<file path="config.mk">
export PLATFORM = sky130hd
export DESIGN_NAME = fifo_byte_serializer_flat
export DESIGN_NICKNAME = d
export VERILOG_FILES = /design/src/rtl/fifo_byte_serializer_pkg.sv /design/src/rtl/fifo_byte_serializer_if.sv /design/src/rtl/fifo_byte_serializer_bit_timer.sv /design/src/rtl/fifo_byte_serializer.sv /design/src/flat_wrapper.sv
export SDC_FILE = /design/constraint.sdc
export NUM_CORES = 1
export LEC_CHECK = 0
export ABC_CLOCK_PERIOD_IN_PS = 9050
export CAP_MARGIN = 20
export CORE_MARGIN = 3
export CORE_UTILIZATION = 59
export DETAILED_ROUTE_END_ITERATION = 10
export PLACE_DENSITY = 0.86
export SLEW_MARGIN = 20
export SYNTH_ARGS = -nofsm -noshare
export SYNTH_HDL_FRONTEND = slang
export SYNTH_HIERARCHICAL = 1
export SYNTH_SLANG_ARGS = --single-unit
export TNS_END_PERCENT = 30
</file>
<file path="constraint.sdc">
create_clock -name clk -period 9.05 [get_ports clk]
set_clock_uncertainty 0.2 [all_clocks]
set_input_delay 1.81 -clock clk [delete_from_list [all_inputs] [get_ports clk]]
set_output_delay 1.81 -clock clk [all_outputs]
set_load 0.03 [all_outputs]
</file>
<file path="src/rtl/fifo_byte_serializer_pkg.sv">
// Shared definitions for the FIFO byte serializer.
package fifo_byte_serializer_pkg;

  typedef enum logic [2:0] {
    S_IDLE    = 3'd0,
    S_REQ     = 3'd1,
    S_WAIT    = 3'd2,
    S_SHIFT   = 3'd3,
    S_BACKOFF = 3'd4
  } ser_state_e;

  localparam int unsigned FRAME_BITS = 10;
  localparam logic        START_BIT  = 1'b0;
  localparam logic        STOP_BIT   = 1'b1;

endpackage

</file>
<file path="src/rtl/fifo_byte_serializer_if.sv">
// Read-side handshake between the 8-entry byte FIFO and its consumer.
interface fifo_byte_serializer_if;

  logic       fifo_ren;
  logic [7:0] fifo_dout;
  logic       fifo_error;

  modport master (output fifo_ren, input fifo_dout, input fifo_error);
  modport slave  (input fifo_ren, output fifo_dout, output fifo_error);

endinterface

</file>
<file path="src/rtl/fifo_byte_serializer_bit_timer.sv">
// Cycle counter producing a one-cycle strobe every len clocks while running.
module ser_bit_timer (
  input  logic       clk,
  input  logic       rst,
  input  logic       clear,
  input  logic       run,
  input  logic [7:0] len,
  output logic       slot_end
);

  logic [7:0] cnt;

  assign slot_end = run && (cnt == len - 8'd1);

  // Count 0..len-1, wrapping on the strobe; cleared when a read is issued.
  always_ff @(posedge clk) begin
    if (rst || clear) begin
      cnt <= '0;
    end else if (run) begin
      if (slot_end) cnt <= '0;
      else          cnt <= cnt + 8'd1;
    end
  end

endmodule

</file>
<file path="src/rtl/fifo_byte_serializer.sv">
// Drains the byte FIFO and sends each byte as a start/8-data-LSB-first/stop frame.
module fifo_byte_serializer
  import fifo_byte_serializer_pkg::*;
#(
  parameter int unsigned BIT_CYCLES   = 4,
  parameter int unsigned RETRY_CYCLES = 8
) (
  input  logic                          clk,
  input  logic                          rst,
  input  logic                          enable,
  fifo_byte_serializer_if.master        fifo,
  output logic                          ser_out,
  output logic                          ser_active,
  output logic [15:0]                   sent_cnt
);

  localparam logic [7:0] BIT_LEN   = 8'(BIT_CYCLES);
  localparam logic [7:0] RETRY_LEN = 8'(RETRY_CYCLES);
  localparam logic [3:0] LAST_SLOT = 4'(FRAME_BITS - 1);
  localparam logic [3:0] DATA_END  = 4'(FRAME_BITS - 2);

  ser_state_e state;
  ser_state_e state_nxt;
  logic [3:0] slot_cnt;
  logic [7:0] shreg;
  logic       slot_end;
  logic [7:0] timer_len;

  assign timer_len = (state == S_BACKOFF) ? RETRY_LEN : BIT_LEN;

  ser_bit_timer u_timer (
    .clk      (clk),
    .rst      (rst),
    .clear    (state == S_REQ),
    .run      ((state == S_SHIFT) || (state == S_BACKOFF)),
    .len      (timer_len),
    .slot_end (slot_end)
  );

  // Next-state selection; enable only matters in IDLE and at frame/backoff end.
  always_comb begin
    state_nxt = state;
    case (state)
      S_IDLE:    if (enable) state_nxt = S_REQ;
      S_REQ:     state_nxt = S_WAIT;
      S_WAIT:    state_nxt = fifo.fifo_error ? S_BACKOFF : S_SHIFT;
      S_SHIFT:   if (slot_end && slot_cnt == LAST_SLOT)
                   state_nxt = enable ? S_REQ : S_IDLE;
      S_BACKOFF: if (slot_end) state_nxt = enable ? S_REQ : S_IDLE;
      default:   state_nxt = S_IDLE;
    endcase
  end

  // State register.
  always_ff @(posedge clk) begin
    if (rst) state <= S_IDLE;
    else     state <= state_nxt;
  end

  // Read strobe registered from the next state so it is high exactly while in REQ.
  always_ff @(posedge clk) begin
    if (rst) fifo.fifo_ren <= 1'b0;
    else     fifo.fifo_ren <= (state_nxt == S_REQ);
  end

  // Frame datapath: load on a good read, advance one slot per timer strobe.
  always_ff @(posedge clk) begin
    if (rst) begin
      ser_out    <= 1'b1;
      ser_active <= 1'b0;
      sent_cnt   <= '0;
      slot_cnt   <= '0;
      shreg      <= '0;
    end else begin
      case (state)
        S_WAIT: begin
          if (!fifo.fifo_error) begin
            shreg      <= fifo.fifo_dout;
            ser_out    <= START_BIT;
            ser_active <= 1'b1;
            slot_cnt   <= '0;
          end
        end
        S_SHIFT: begin
          if (slot_end) begin
            if (slot_cnt == LAST_SLOT) begin
              ser_out    <= 1'b1;
              ser_active <= 1'b0;
              slot_cnt   <= '0;
              sent_cnt   <= sent_cnt + 16'd1;
            end else begin
              slot_cnt <= slot_cnt + 4'd1;
              if (slot_cnt == DATA_END) begin
                ser_out <= STOP_BIT;
              end else begin
                ser_out <= shreg[0];
                shreg   <= {1'b0, shreg[7:1]};
              end
            end
          end
        end
        default: ;
      endcase
    end
  end

endmodule
</file>
<file path="src/flat_wrapper.sv">
// flat-port wrapper written by rule: the top's interface ports become plain ports
module fifo_byte_serializer_flat import fifo_byte_serializer_pkg::*;
#(
  parameter int unsigned BIT_CYCLES   = 4,
  parameter int unsigned RETRY_CYCLES = 8
)
  (clk, rst, enable, ser_out, ser_active, sent_cnt, fifo_fifo_ren, fifo_fifo_dout, fifo_fifo_error);
  fifo_byte_serializer_if fifo_i ();
  input  logic clk;
  input  logic rst;
  input  logic enable;
  output logic ser_out;
  output logic ser_active;
  output logic [15:0] sent_cnt;
  output wire logic [$bits(fifo_i.fifo_ren)-1:0] fifo_fifo_ren;
  input wire logic [$bits(fifo_i.fifo_dout)-1:0] fifo_fifo_dout;
  input wire logic [$bits(fifo_i.fifo_error)-1:0] fifo_fifo_error;
  assign fifo_fifo_ren = fifo_i.fifo_ren;
  assign fifo_i.fifo_dout = fifo_fifo_dout;
  assign fifo_i.fifo_error = fifo_fifo_error;
  fifo_byte_serializer #(.BIT_CYCLES(BIT_CYCLES), .RETRY_CYCLES(RETRY_CYCLES)) u_core (.clk(clk), .rst(rst), .enable(enable), .fifo(fifo_i), .ser_out(ser_out), .ser_active(ser_active), .sent_cnt(sent_cnt));
endmodule
</file>
==> metrics.md <==
| Metric | Value |
|---|---|
| Run status | `complete, no violations` |
| Cell variety after synth | `56` |
| Netlist area before placement | `2330 µm²` |
| Synthesis-to-layout area growth | `21.70%` |
| Worst endpoint data arrival time | `around 4.2 ns` |
| PD cells | `131.7 nW/µm²` |
| DIE WIDTH | `between 60 and 70 µm` |
| Proportion of layout cells with a drive suffix above 1 | `5.864%` |
| H-tree lvl count | `2` |
| Worst hold slack across all endpoints | `about 0.27 ns` |
| Kind of capture point of the worst setup path | `flip-flop` |
| Cell count after synthesis | `about 280` |
| Post-cts sizing count | `0` |
| Detailed-route DRC error count | `0` |
| Final critical-path share of the clock period | `between 40 and 50%` |
| Post-DRT Antenna Nets | `0` |
| Total number of vias | `2111` |
| Final setup viols | `0` |
| Number of enable flip-flop cells after synthesis | `0` |
| Synth async-reset ratio | `0%` |
| Number of buffer and inverter stages on the critical path | `1` |
| Initial DRC count | `96` |
| RD Place Congestion | `between 0.8 and 0.9` |
| Sink count of the clock tree | `42` |
| Mean area per synthesized cell | `between 8 and 9 µm²` |
| Residual overflow from global routing | `0` |
| Detailed placement HPWL | `between 3000 and 4000 µm` |
| Die Span Y | `68.84 µm` |
| Post-detailed-route wirelength per cell | `roughly 13 µm` |
| Type of the tightest min-delay check | `reg2reg` |
| Row count | `22` |
| Startpoint kind of the worst setup timing path | `flip-flop` |
| Fin util | `about three quarters` |
| Kind of critical path | `reg2reg` |
| Post-cts hold buffer count | `0` |
| Number of hold violations in the final report | `0` |
| I/O pins | `31` |
| Total clock buffers created by CTS | `5` |
| First-pass detailed-route iteration total | `5` |
| Synth Register Bits | `42` |
| Max frequency | `around 240 MHz` |
| Commonest register cell after synthesis | `dfxtp_1` |
| Final TNS setup | `0 ns` |
| Total inserted antenna cells | `0` |
| Clock insertion delay at the later pin of the skew report | `0.30 ns` |
| Top cell family by delay on the critical path | `simple AND/OR/NAND/NOR gates` |
| Standard cell with the maximum stage delay on the critical path | `or4_1` |
| Post CTS Setup Buffer Count | `0` |
| Number of warnings reported in the yosys synthesis log | `6` |
| Buffers on Ports | `30` |
| Critical path peak fanout | `13` |
| Fin nets | `between 300 and 400` |
| Cell-by-cell listing of the critical path | `nor2_1 -> nand2_1 -> inv_1 -> or4_4 -> nor4_2 -> a211oi_2 -> a211oi_4 -> nand4b_4 -> or4_1 -> or4_1 -> a21oi_1` |
| RSZ-0062 raised after global routing | `false` |
| Slew Limit Fails | `0` |
| Core region area | `between 3000 and 4000 µm²` |
| Sequential-to-total area share from yosys stat | `between 30 and 40%` |
| Wire length of the first global-routing pass | `approximately 8200 µm` |
| Cell at the root of the clock tree | `clkbuf_8` |
| Standard cell area after detailed placement | `between 2000 and 3000 µm²` |
| Initial Utilization | `62.23%` |
| Total detailed-routing wirelength | `just under 5000 µm` |
| Clock Pin Slew Worst Setup and Hold Paths | `0.08 ns` |
| Data required time at the worst endpoint | `roughly 9 ns` |
| Maximum VDD drop | `roughly 91 µV` |
| Clock tree from TritonCTS | `done` |
| Biggest cell delay along the critical path | `between 0.6 and 0.7 ns` |
| Pin count of the biggest net entering global routing | `33` |
| Most used cell along the critical path | `or4_1` |
| Min cycle time layout | `between 4 and 5 ns` |
| Reported leakage power | `1.105 nW` |
| Max Cap Viol | `0` |
| Worst-margin pin slew | `0.9951 ns` |
| Overall routing resource usage | `a little under a quarter` |
| Max transition margin | `roughly a third` |
| Via count normalized by instance count | `approximately 5.7` |
| Total die area | `approximately 4700 µm²` |
| Vias in the first global route | `about 1.9k` |
| CTS Buffer Depth | `2` |
| Post-layout instance area | `roughly 2800 µm²` |
| Initial antenna violation count | `0` |
cell type report:
class	instances	area (µm²)
flip-flops and latches	42	840.8
well taps	48	60.06
repair buffers	31	307.8
clock buffers	5	68.82
clock inverters	3	40.04
inverters	17	63.81
fillers	289	908.4
multi-input cells	226	1454
registers in the layout, indices dropped and copies added (netlist names):
name,cells
u_core/ser_active,1
u_core/u_timer/cnt,8
u_core/state,3
u_core/ser_out,1
u_core/fifo.fifo_ren,1
u_core/shreg,8
u_core/slot_cnt,4
u_core/sent_cnt,16
cell usage in the layout, fill, tap and decap left out, types with 5 or more instances in the layout:
master           netlist  routed
dfxtp_1               42      42
clkdlybuf4s50_1        0      30
nor2_1                23      23
nand2_1               22      22
conb_1                 1      22
inv_1                 17      17
xnor2_1               13      13
a21oi_1               12      12
nor3_1                11      11
xor2_1                10      10
nand3_1                9       9
o21ai_0                9       9
a221oi_1               8       8
nand4_1                7       7
and3_1                 6       6
ha_1                   6       6
clkbuf_8               0       5
a41o_1                 5       5
or3_1                  5       5
synthesized netlist by cell type (all sizes together), types with 2 or more instances:
cell | n | area [µm²]
o31ai | 2 | 15.01
a311oi | 2 | 17.52
and3 | 6 | 37.54
a211oi | 2 | 32.53
a21oi | 12 | 60.06
clkbuf | 11 | 42.54
inv | 17 | 63.81
nor3b | 2 | 15.01
nor4 | 5 | 37.53
nor2b | 2 | 12.51
nand2b | 3 | 18.77
ha | 6 | 75.07
or4 | 4 | 33.78
or3 | 7 | 46.29
nand4b | 2 | 32.53
mux2i | 2 | 20.02
dfxtp | 42 | 840.8
nor2 | 23 | 86.33
a41o | 5 | 50.05
o21ai | 11 | 55.05
nand4 | 7 | 43.79
xnor2 | 13 | 113.9
nand3 | 9 | 45.04
and4b | 2 | 21.27
and4 | 2 | 17.52
a221oi | 8 | 70.07
and2 | 4 | 25.02
o31a | 2 | 17.52
buf | 2 | 7.510
xor2 | 10 | 87.58
nor3 | 11 | 55.05
nand2 | 22 | 82.58
nand3b | 4 | 30.03
power breakdown:
part           switching, mW  internal (mW)
Combinational         0.0194         0.0153
Sequential           0.00408          0.188
Clock                 0.0654         0.0812
Total                 0.0889          0.284
worst paths after layout:
| path | to | depth (start not counted) | startpoint | slack, ns |
|---|---|---|---|---|
| max | u_core/sent_cnt[12] | 11 | u_core/state[0] | 4.89 |
| max reg2reg | u_core/sent_cnt[12] | 11 | u_core/state[0] | 4.89 |
| min reg2reg | u_core/ser_active | 2 | u_core/ser_active | 0.27 |
| min | u_core/ser_active | 2 | u_core/ser_active | 0.27 |
kinds of logic (layout without fill, tap and decap cells):
logic type	after synthesis	after routing	share of synthesized area (%)
and+or+nand+nor	120	120	29.16
AOI/OAI and AO/OA	53	53	16.97
DFF	42	42	36.09
buffers and inverters	30	56	4.887
xor gates and xnor gates	23	23	8.646
adders and majority gates	6	6	3.222
muxes	2	2	0.8593
other	1	22	0.1610
per-layer routing:
layer	track usage (%)	vias to the layer above	wire [µm]
li1	-	1066	-
met1	25.92	996	2201
met2	42.02	41	2486
met3	4.538	8	194
met4	7.299	0	66
met5	0	-	0
per-stage QoR:
step	worst slack, ns	power [mW]	cells
2_1_floorplan	5.183	0.2193	298
3_3_place_gp	5.034	0.2297	364
3_5_place_dp	4.918	0.2303	364
4_1_cts	4.863	0.3766	372
5_1_grt	4.506	0.3877	372
6_report	4.890	0.3734	372
worst register-to-register path, stage by stage, from the launching register on:
cell and delay (ns):
dfxtp_1 0.51, nor2_1 0.10, nand2_1 0.20, inv_1 0.12, or4_4 0.45, nor4_2 0.29
a211oi_2 0.08, a211oi_4 0.60, nand4b_4 0.19, or4_1 0.67, or4_1 0.54, a21oi_1 0.14
Note: power is estimated with default switching activity, not from simulation.
